`src/rtl/lpc_sniffer_pkg.sv`:
```
// Shared types and default framing constants for record_framer and frame_escaper.
package lpc_sniffer_pkg;

    typedef enum logic [2:0] {
        IDLE  = 3'd0,
        POP   = 3'd1,
        LATCH = 3'd2,
        SEND  = 3'd3,
        ESC2  = 3'd4,
        CSUM  = 3'd5,
        GAP   = 3'd6
    } state_t;

    localparam logic [7:0] SOF_BYTE     = 8'h7E;
    localparam logic [7:0] ESC_BYTE     = 8'h7D;
    localparam logic [7:0] ESC_XOR_MASK = 8'h20;

endpackage

```
`src/rtl/frame_escaper.sv`:
```
// Combinational escape decision: flags bytes that collide with SOF/ESC and
// produces their XOR-masked substitute.
module frame_escaper
    import lpc_sniffer_pkg::*;
#(
    parameter logic [7:0] SOF = SOF_BYTE,
    parameter logic [7:0] ESC = ESC_BYTE
) (
    input  logic [7:0] in_byte,
    output logic       needs_escape,
    output logic [7:0] escaped_byte
);

    assign needs_escape = (in_byte == SOF) || (in_byte == ESC);
    assign escaped_byte = in_byte ^ ESC_XOR_MASK;

endmodule

```
`src/rtl/record_framer.sv`:
```
// Pops one record from a ring buffer and sends it as an SOF-delimited, byte-stuffed
// UART frame. Define RECORD_FRAMER_CHECKSUM_EN to append an XOR checksum byte.
//
// Handshake: read_clock_enable is a one-cycle pop, read_data is sampled the cycle
// after; a byte is transferred in any cycle with uart_clock_enable=1, which only
// happens while uart_ready=1, and every transfer is followed by one GAP cycle.
module record_framer
    import lpc_sniffer_pkg::*;
#(
    parameter int         DW  = 48,
    parameter logic [7:0] SOF = SOF_BYTE,
    parameter logic [7:0] ESC = ESC_BYTE
) (
    input  logic          clock,
    input  logic          reset,
    input  logic          read_empty,
    output logic          read_clock_enable,
    input  logic [DW-1:0] read_data,
    input  logic          uart_ready,
    output logic          uart_clock_enable,
    output logic [7:0]    uart_data,
    output logic          busy,
    output logic [2:0]    fsm_state
);

    localparam logic [3:0] NB = 4'(DW / 8);

    state_t        state;
    logic [DW-1:0] shift;
    logic [3:0]    remaining;
    logic          esc_pending;
    logic [7:0]    esc_hold;
    logic [7:0]    next_byte;
    logic          need_esc;
    logic [7:0]    escaped;

`ifdef RECORD_FRAMER_CHECKSUM_EN
    logic [7:0] csum;
    logic       csum_sent;

    assign next_byte = (remaining != 4'd0) ? shift[DW-1 -: 8] : csum;
`else
    assign next_byte = shift[DW-1 -: 8];
`endif

    frame_escaper #(
        .SOF(SOF),
        .ESC(ESC)
    ) u_escaper (
        .in_byte     (next_byte),
        .needs_escape(need_esc),
        .escaped_byte(escaped)
    );

    // Byte in uart_data is already the wire byte; the escaped half waits in esc_hold.
    always_ff @(posedge clock or negedge reset) begin
        if (!reset) begin
            state       <= IDLE;
            shift       <= '0;
            remaining   <= 4'd0;
            esc_pending <= 1'b0;
            esc_hold    <= 8'h00;
            uart_data   <= 8'h00;
`ifdef RECORD_FRAMER_CHECKSUM_EN
            csum        <= 8'h00;
            csum_sent   <= 1'b0;
`endif
        end else begin
            case (state)
                IDLE: begin
                    if (!read_empty) state <= POP;
                end
                POP: begin
                    state <= LATCH;
                end
                LATCH: begin
                    shift       <= read_data;
                    remaining   <= NB;
                    uart_data   <= SOF;
                    esc_pending <= 1'b0;
`ifdef RECORD_FRAMER_CHECKSUM_EN
                    csum        <= 8'h00;
                    csum_sent   <= 1'b0;
`endif
                    state       <= SEND;
                end
                SEND, ESC2, CSUM: begin
                    if (uart_ready) state <= GAP;
                end
                GAP: begin
                    if (esc_pending) begin
                        esc_pending <= 1'b0;
                        uart_data   <= esc_hold;
                        state       <= ESC2;
                    end else if (remaining != 4'd0) begin
                        shift       <= {shift[DW-9:0], 8'h00};
                        remaining   <= remaining - 4'd1;
                        uart_data   <= need_esc ? ESC : next_byte;
                        esc_pending <= need_esc;
                        esc_hold    <= escaped;
`ifdef RECORD_FRAMER_CHECKSUM_EN
                        csum        <= csum ^ next_byte;
`endif
                        state       <= SEND;
                    end
`ifdef RECORD_FRAMER_CHECKSUM_EN
                    else if (!csum_sent) begin
                        csum_sent   <= 1'b1;
                        uart_data   <= need_esc ? ESC : next_byte;
                        esc_pending <= need_esc;
                        esc_hold    <= escaped;
                        state       <= CSUM;
                    end
`endif
                    else begin
                        state <= IDLE;
                    end
                end
                default: state <= IDLE;
            endcase
        end
    end

    assign read_clock_enable = (state == POP);
    assign uart_clock_enable = uart_ready && ((state == SEND) || (state == ESC2) || (state == CSUM));
    assign busy              = (state != IDLE);
    assign fsm_state         = state;

endmodule
```
`config.mk`:
```
export PLATFORM = sky130hd
export DESIGN_NAME = record_framer
export DESIGN_NICKNAME = d
export VERILOG_FILES = /design/src/rtl/lpc_sniffer_pkg.sv /design/src/rtl/frame_escaper.sv /design/src/rtl/record_framer.sv
export SDC_FILE = /design/constraint.sdc
export NUM_CORES = 1
export LEC_CHECK = 0
export CAP_MARGIN = 20
export CORE_MARGIN = 3
export CORE_UTILIZATION = 52
export DETAILED_ROUTE_END_ITERATION = 6
export PLACE_DENSITY = 0.8
export SLEW_MARGIN = 40
export SYNTH_ARGS = -nofsm -noshare
export SYNTH_HDL_FRONTEND = slang
export SYNTH_SLANG_ARGS = --single-unit
export TNS_END_PERCENT = 5
```
`constraint.sdc`:
```
create_clock -name clock -period 2.84 [get_ports clock]
set_clock_uncertainty 0.15 [all_clocks]
set_input_delay 0.426 -clock clock [delete_from_list [all_inputs] [get_ports clock]]
set_output_delay 0.426 -clock clock [all_outputs]
set_load 0.1 [all_outputs]
```
# Yosys cells after proc, flatten, opt, wreduce, memory -nomap -nowiden

Cells that the tools add are included.

Register bits after elaboration: 72
Input port bits: 52
Word-level logic and storage cells: 53

$add $sub $neg: 1
Equality and inequality tests: 13
Mux-type cells: 18
Bitwise operators: 2
Reductions and logical operators: 13

Operators by type and width:

| cell                | number |
|---|---|
| $mux 48             | 2 |
| $pmux 48 s2         | 1 |
| $mux 8              | 3 |
| $eq 8x7->1 const B  | 2 |
| $pmux 8 s2          | 1 |
| $pmux 3 s5          | 1 |
| $eq 3x3->1 const B  | 3 |
| $mux 3              | 3 |
| $mux 4              | 2 |
| $ne 2x2->1 const B  | 4 |
| $pmux 4 s2          | 1 |
| $eq 3x2->1 const B  | 2 |
| $reduce_and 3->1    | 2 |
| $reduce_and 2->1    | 2 |
| $reduce_bool 4->1   | 1 |
| $sub 4x1->4 const B | 1 |
| $eq 3x1->1 const B  | 1 |
| $logic_not 3->1     | 1 |
| $logic_or 1x1->1    | 3 |
| $ne 3x3->1 const B  | 1 |
| $reduce_bool 3->1   | 1 |
| $reduce_or 3->1     | 1 |
| $mux 1              | 2 |
| $mux 2              | 1 |
| other kinds (4)     | 5 |

# Longest topological paths before layout

Depth in word-level cells: 6
Depth in mapped cells: 7
Gate-level depth less buffers: 5

# Hierarchy

From an unflattened synthesis, not the netlist that was laid out.

Cell total of the unflattened synthesis: 397
Area, all modules: 3809.9 sq um

By module, submodules not included:

| module        | times used | cells an instance | area each (sq um) | sequential area each (sq um) |
|---|---|---|---|---|
| record_framer | 1          | 386               | 3723.6            | 1801.7 |
| frame_escaper | 1          | 11                | 86.3              | 0.0 |

# Worst setup path after synthesis

OpenSTA, ideal clock, no wires.

Path type: reg2out
Start point: register state[0] (netlist: fsm_state[0])
End point: output read_clock_enable
Data arrival time: 3498 ps
Data required time: 2264 ps
Slack: -1234 ps
Stages on the path, launching flop included: 3
Path buffers: 1
Path through: dfrtp_1 -> clkbuf_1 -> nor3b_1

Longest elaborated chain between the ends: 1

Ends and longest elaborated chain:

| what                   | line                 | RTL |
|---|---|---|
| start, declared        | record_framer.sv:28  | `state_t state;` |
| start signal, assigned | record_framer.sv:58  | `state <= IDLE;` |
| start signal, assigned | record_framer.sv:71  | `if (!read_empty) state <= POP;` |
| start signal, assigned | record_framer.sv:74  | `state <= LATCH;` |
| $eq 3x1->1             | record_framer.sv:124 | `assign read_clock_enable = (state == POP);` |
| end, declared          | record_framer.sv:17  | `output logic read_clock_enable,` |

No other way between the ends.

# Worst setup path after layout

Start point: register state[1] (netlist: fsm_state[1])
End point: register shift[12]

Longest elaborated chain between the ends: 3
Elaborated cells on any way between the ends: 7

Ends and longest elaborated chain:

| what                                                      | line                | RTL |
|---|---|---|
| $eq 3x3->1 or $eq 3x2->1 (tied branches)                  | record_framer.sv:69 | `case (state)` |
| $ne 2x2->1 (no line) or $reduce_bool 2->1 (tied branches) | -                   |  |
| $reduce_and 3->1 (no line)                                | -                   |  |
| end signal, assigned                                      | record_framer.sv:77 | `shift <= read_data;` |
| end signal, assigned                                      | record_framer.sv:96 | `shift <= {shift[DW-9:0], 8'h00};` |
| end, declared                                             | record_framer.sv:29 | `logic [DW-1:0] shift;` |

Parallel ways exist; a longest one is shown, timed or not.
A chain may end at the register's enable or synchronous reset.

==> impl_metrics.csv <==
group,metric,value,unit
floorplan,die_area,0.007778,mm^2
final_layout,fillers,477,
worst_setup_path,cp_num_cells,4,
worst_setup_path,r2r-end,"shift[12]",
synthesis,yosysWarnings,0,
global_route,grt_usage,20.06,%
worst_setup_path,path_cells,"or3b_2 -> o21ai_4 -> buf_12 -> mux2_2",
worst_setup_path,timing.rr.start,"fsm_state[1]",
detailed_routing,vias,2394,
detailed_routing,first_pass_iters,4,
floorplan,rows,29,
worst_setup_path,required,2.91,ns
synthesis,avgSynthCellArea,12.64,um^2
synthesis,yosysTopAreaCellShare,51.28,%
final_layout,postLayoutCoreUtil,68.73,%
detailed_routing,drtIter0Drc,88,
floorplan,start_util,54.40,%
detailed_routing,totalWireLength,7274,um
timing,final-hold-violation-count,0,
clock_tree,clkLatencyLatePin,0.34,ns
worst_setup_path,path_buf_inv,1,
synthesis,synthArstFlopShare,100.0,%
timing,timing.final.crit_share,79.95,%
worst_setup_path,critPathCapture,"shift[12]",
clock_tree,cts.sinks,72,
worst_setup_path,cpPeakStageDelay,0.65,ns
final_layout,final_cells,423,
synthesis,syn_area,0.003513,mm^2
worst_setup_path,cp_max_fo,43,
timing,setup_viol,0,
floorplan,ioPinCount,66,
pwr,ir_drop,0.0005574,V
placement,dp_cells,407,
pwr,finalPower,5276,uW
timing,final-max-slew-violation-count,0,
synthesis,ys.flop_type,"dfrtp_1",
job,cap_violations,0,
clock_tree,cts-htree-levels,3,
clock_tree,numCtsBuffers,9,
placement,dp_hpwl,5116,um
synthesis,ys_top_cells_by_count,"81 x mux2_2, 72 x dfrtp_1, 20 x nand2_1",
final_layout,diodes,0,
detailed_routing,remaining_drc_errors,0,
synthesis,synth_most_common_cell,"mux2_2",
worst_setup_path,arrival,2.35,ns
clock_tree,cts_tree,"yes",
timing,max_freq,440.4,MHz
timing,slew_headroom,57.23,%
synthesis,synth_area_leader_cell,"dfrtp_1",
synthesis,synth_cells,278,
clock_tree,root_buffer,"clkbuf_8",
global_route,grt_pass1_vias,2464,
status,status,"finished clean",
floorplan,core,0.006459,mm^2
worst_setup_path,critPathLaunchType,"flop",
synthesis,synth_area_leaders,"dfrtp_1 51%, mux2_2 26%, mux2i_1 2.3%",
clock_tree,post_cts_buffers,0,
global_route,grt_max_degree,73,
timing,tightest_slew,0.6415,ns
worst_setup_path,slowest_stage,"or3b_2",
detailed_routing,wl_per_cell,17.20,um
global_route,antenna_found_initial,0,
worst_setup_path,reg2reg_slack,0.57,ns
timing,rsz0062_at_grt,"no",
placement,gp_congestion,0.7509,
pwr,p_per_area,1188,mW/mm^2
detailed_routing,viasPerCell,5.660,
synthesis,ys_seq_area_share,51.28,%
worst_setup_path,end_kind,"flop",
worst_setup_path,worst-r2r-cell-count,4,
synthesis,synth_cell_types,43,
clock_tree,clock_path_buffers,2,
synthesis,synthesis.nets,331,
timing,min_period,2.271,ns
global_route,grt_pass1_wl,11830,um
floorplan,die_width,88.20,um
pwr,leakagePower,0.001810,uW
final_layout,drive_above_1_share,36.71,%
floorplan,die_h,88.20,um
global_route,overflow,0,
synthesis,ys_ff_latch,72,
final_layout,area.growth.synth_to_final,26.35,%
worst_hold_path,hold_class,"in2async",
worst_setup_path,startpoint,"fsm_state[1]",
final_layout,nNetsFinal,394,
worst_setup_path,worstSetupPathType,"reg2reg",
clock_tree,clk_pin_slew_worst_paths,0.08,ns
detailed_routing,ant_nets,0,
worst_setup_path,cp_top_family,"simple AND/OR/NAND/NOR gates",
placement,port_buffers,65,
synthesis,synth_edf_count,0,
clock_tree,holdBufCountCts,0,
clock_tree,cts_resized,0,
==> flip-flops by register name (all words and copies together) (netlist names) <==
| signal | cells |
|---|---|
| shift | 48 |
| esc_hold | 8 |
| uart_data | 8 |
| remaining | 4 |
| fsm_state | 3 |
| esc_pending | 1 |
==> kinds of logic (layout without fill, tap and decap cells) <==
| group | Yosys count | in the layout | synth area share [%] |
|---|---|---|---|
| mux | 95 | 95 | 30.16 |
| flops | 72 | 72 | 51.28 |
| simple gates | 43 | 43 | 6.873 |
| compound gates | 42 | 42 | 8.049 |
| buf+inv | 24 | 92 | 3.027 |
| fa+ha+maj | 1 | 1 | 0.3561 |
| xor+xnor | 1 | 1 | 0.2493 |
==> cells in the final DEF, fill, tap and decap left out, types with 2 or more instances in the layout <==
master	instances
dfrtp_1	72
clkinvlp_4	2
or3_1	2
nand2_1	20
buf_12	2
mux2i_1	8
inv_1	5
nor3b_2	2
clkbuf_8	10
o21ai_0	13
mux2_1	6
a21oi_1	8
clkdlybuf4s50_1	50
o31ai_1	3
nor2_1	4
nor2b_1	3
a211oi_1	6
buf_4	17
mux2_2	81
==> through the flow <==
stage	TNS (ns)	instance area [um^2]	hold slack (ns)	setup WS (ns)
2_1_floorplan	-0.1748	3527	-0.01959	-0.1748
3_3_place_gp	0	4230	0.3237	0.6291
3_5_place_dp	0	4234	0.3341	0.5803
6_report	0	4439	0.03248	0.5694
4_1_cts	0	4439	0.04671	0.5678
5_1_grt	0	4439	0.08756	0.4597
==> layout make-up <==
cell class	instances	area (um^2)	area share [%]
clock inverter	6	67.56	1.522
inverter	5	18.77	0.4228
sequential	72	1802	40.59
multi-input combinational	182	1633	36.78
clock buffer	10	137.6	3.100
tap	77	96.34	2.170
timing repair buffer	71	684.4	15.42
==> how the worst min path moves through the flow <==
| stage | start | depth (start not counted) | endpoint | slack, ns |
|---|---|---|---|---|
| 2_1_floorplan | reset | 0 | esc_hold[0] | -0.02 |
| 3_3_place_gp | esc_hold[2] | 1 | esc_hold[2] | 0.32 |
| 3_5_place_dp | esc_hold[3] | 1 | esc_hold[3] | 0.33 |
| 4_1_cts | reset | 2 | shift[7] | 0.05 |
| 5_1_grt | reset | 2 | shift[7] | 0.09 |
| 6_report | reset | 2 | shift[23] | 0.03 |
==> power by group <==
part	switching [uW]	internal (uW)	leakage [uW]	total [uW]
logic	1460	1120	0.000863	2580
clock network	395	432	0.0000989	828
registers	348	1520	0.000849	1860
total	2210	3070	0.00181	5280
==> routing by layer <==
metal	routed length [um]	vias up	part of all wire, %	track usage, %
li1	-	1137	-	-
met1	3301	1182	45	25.87
met2	3552	55	49	33.17
met3	272	20	3.7	4.327
met4	148	0	2.0	7.692
met5	0	-	0	0
(Power assumes the default switching activity.)
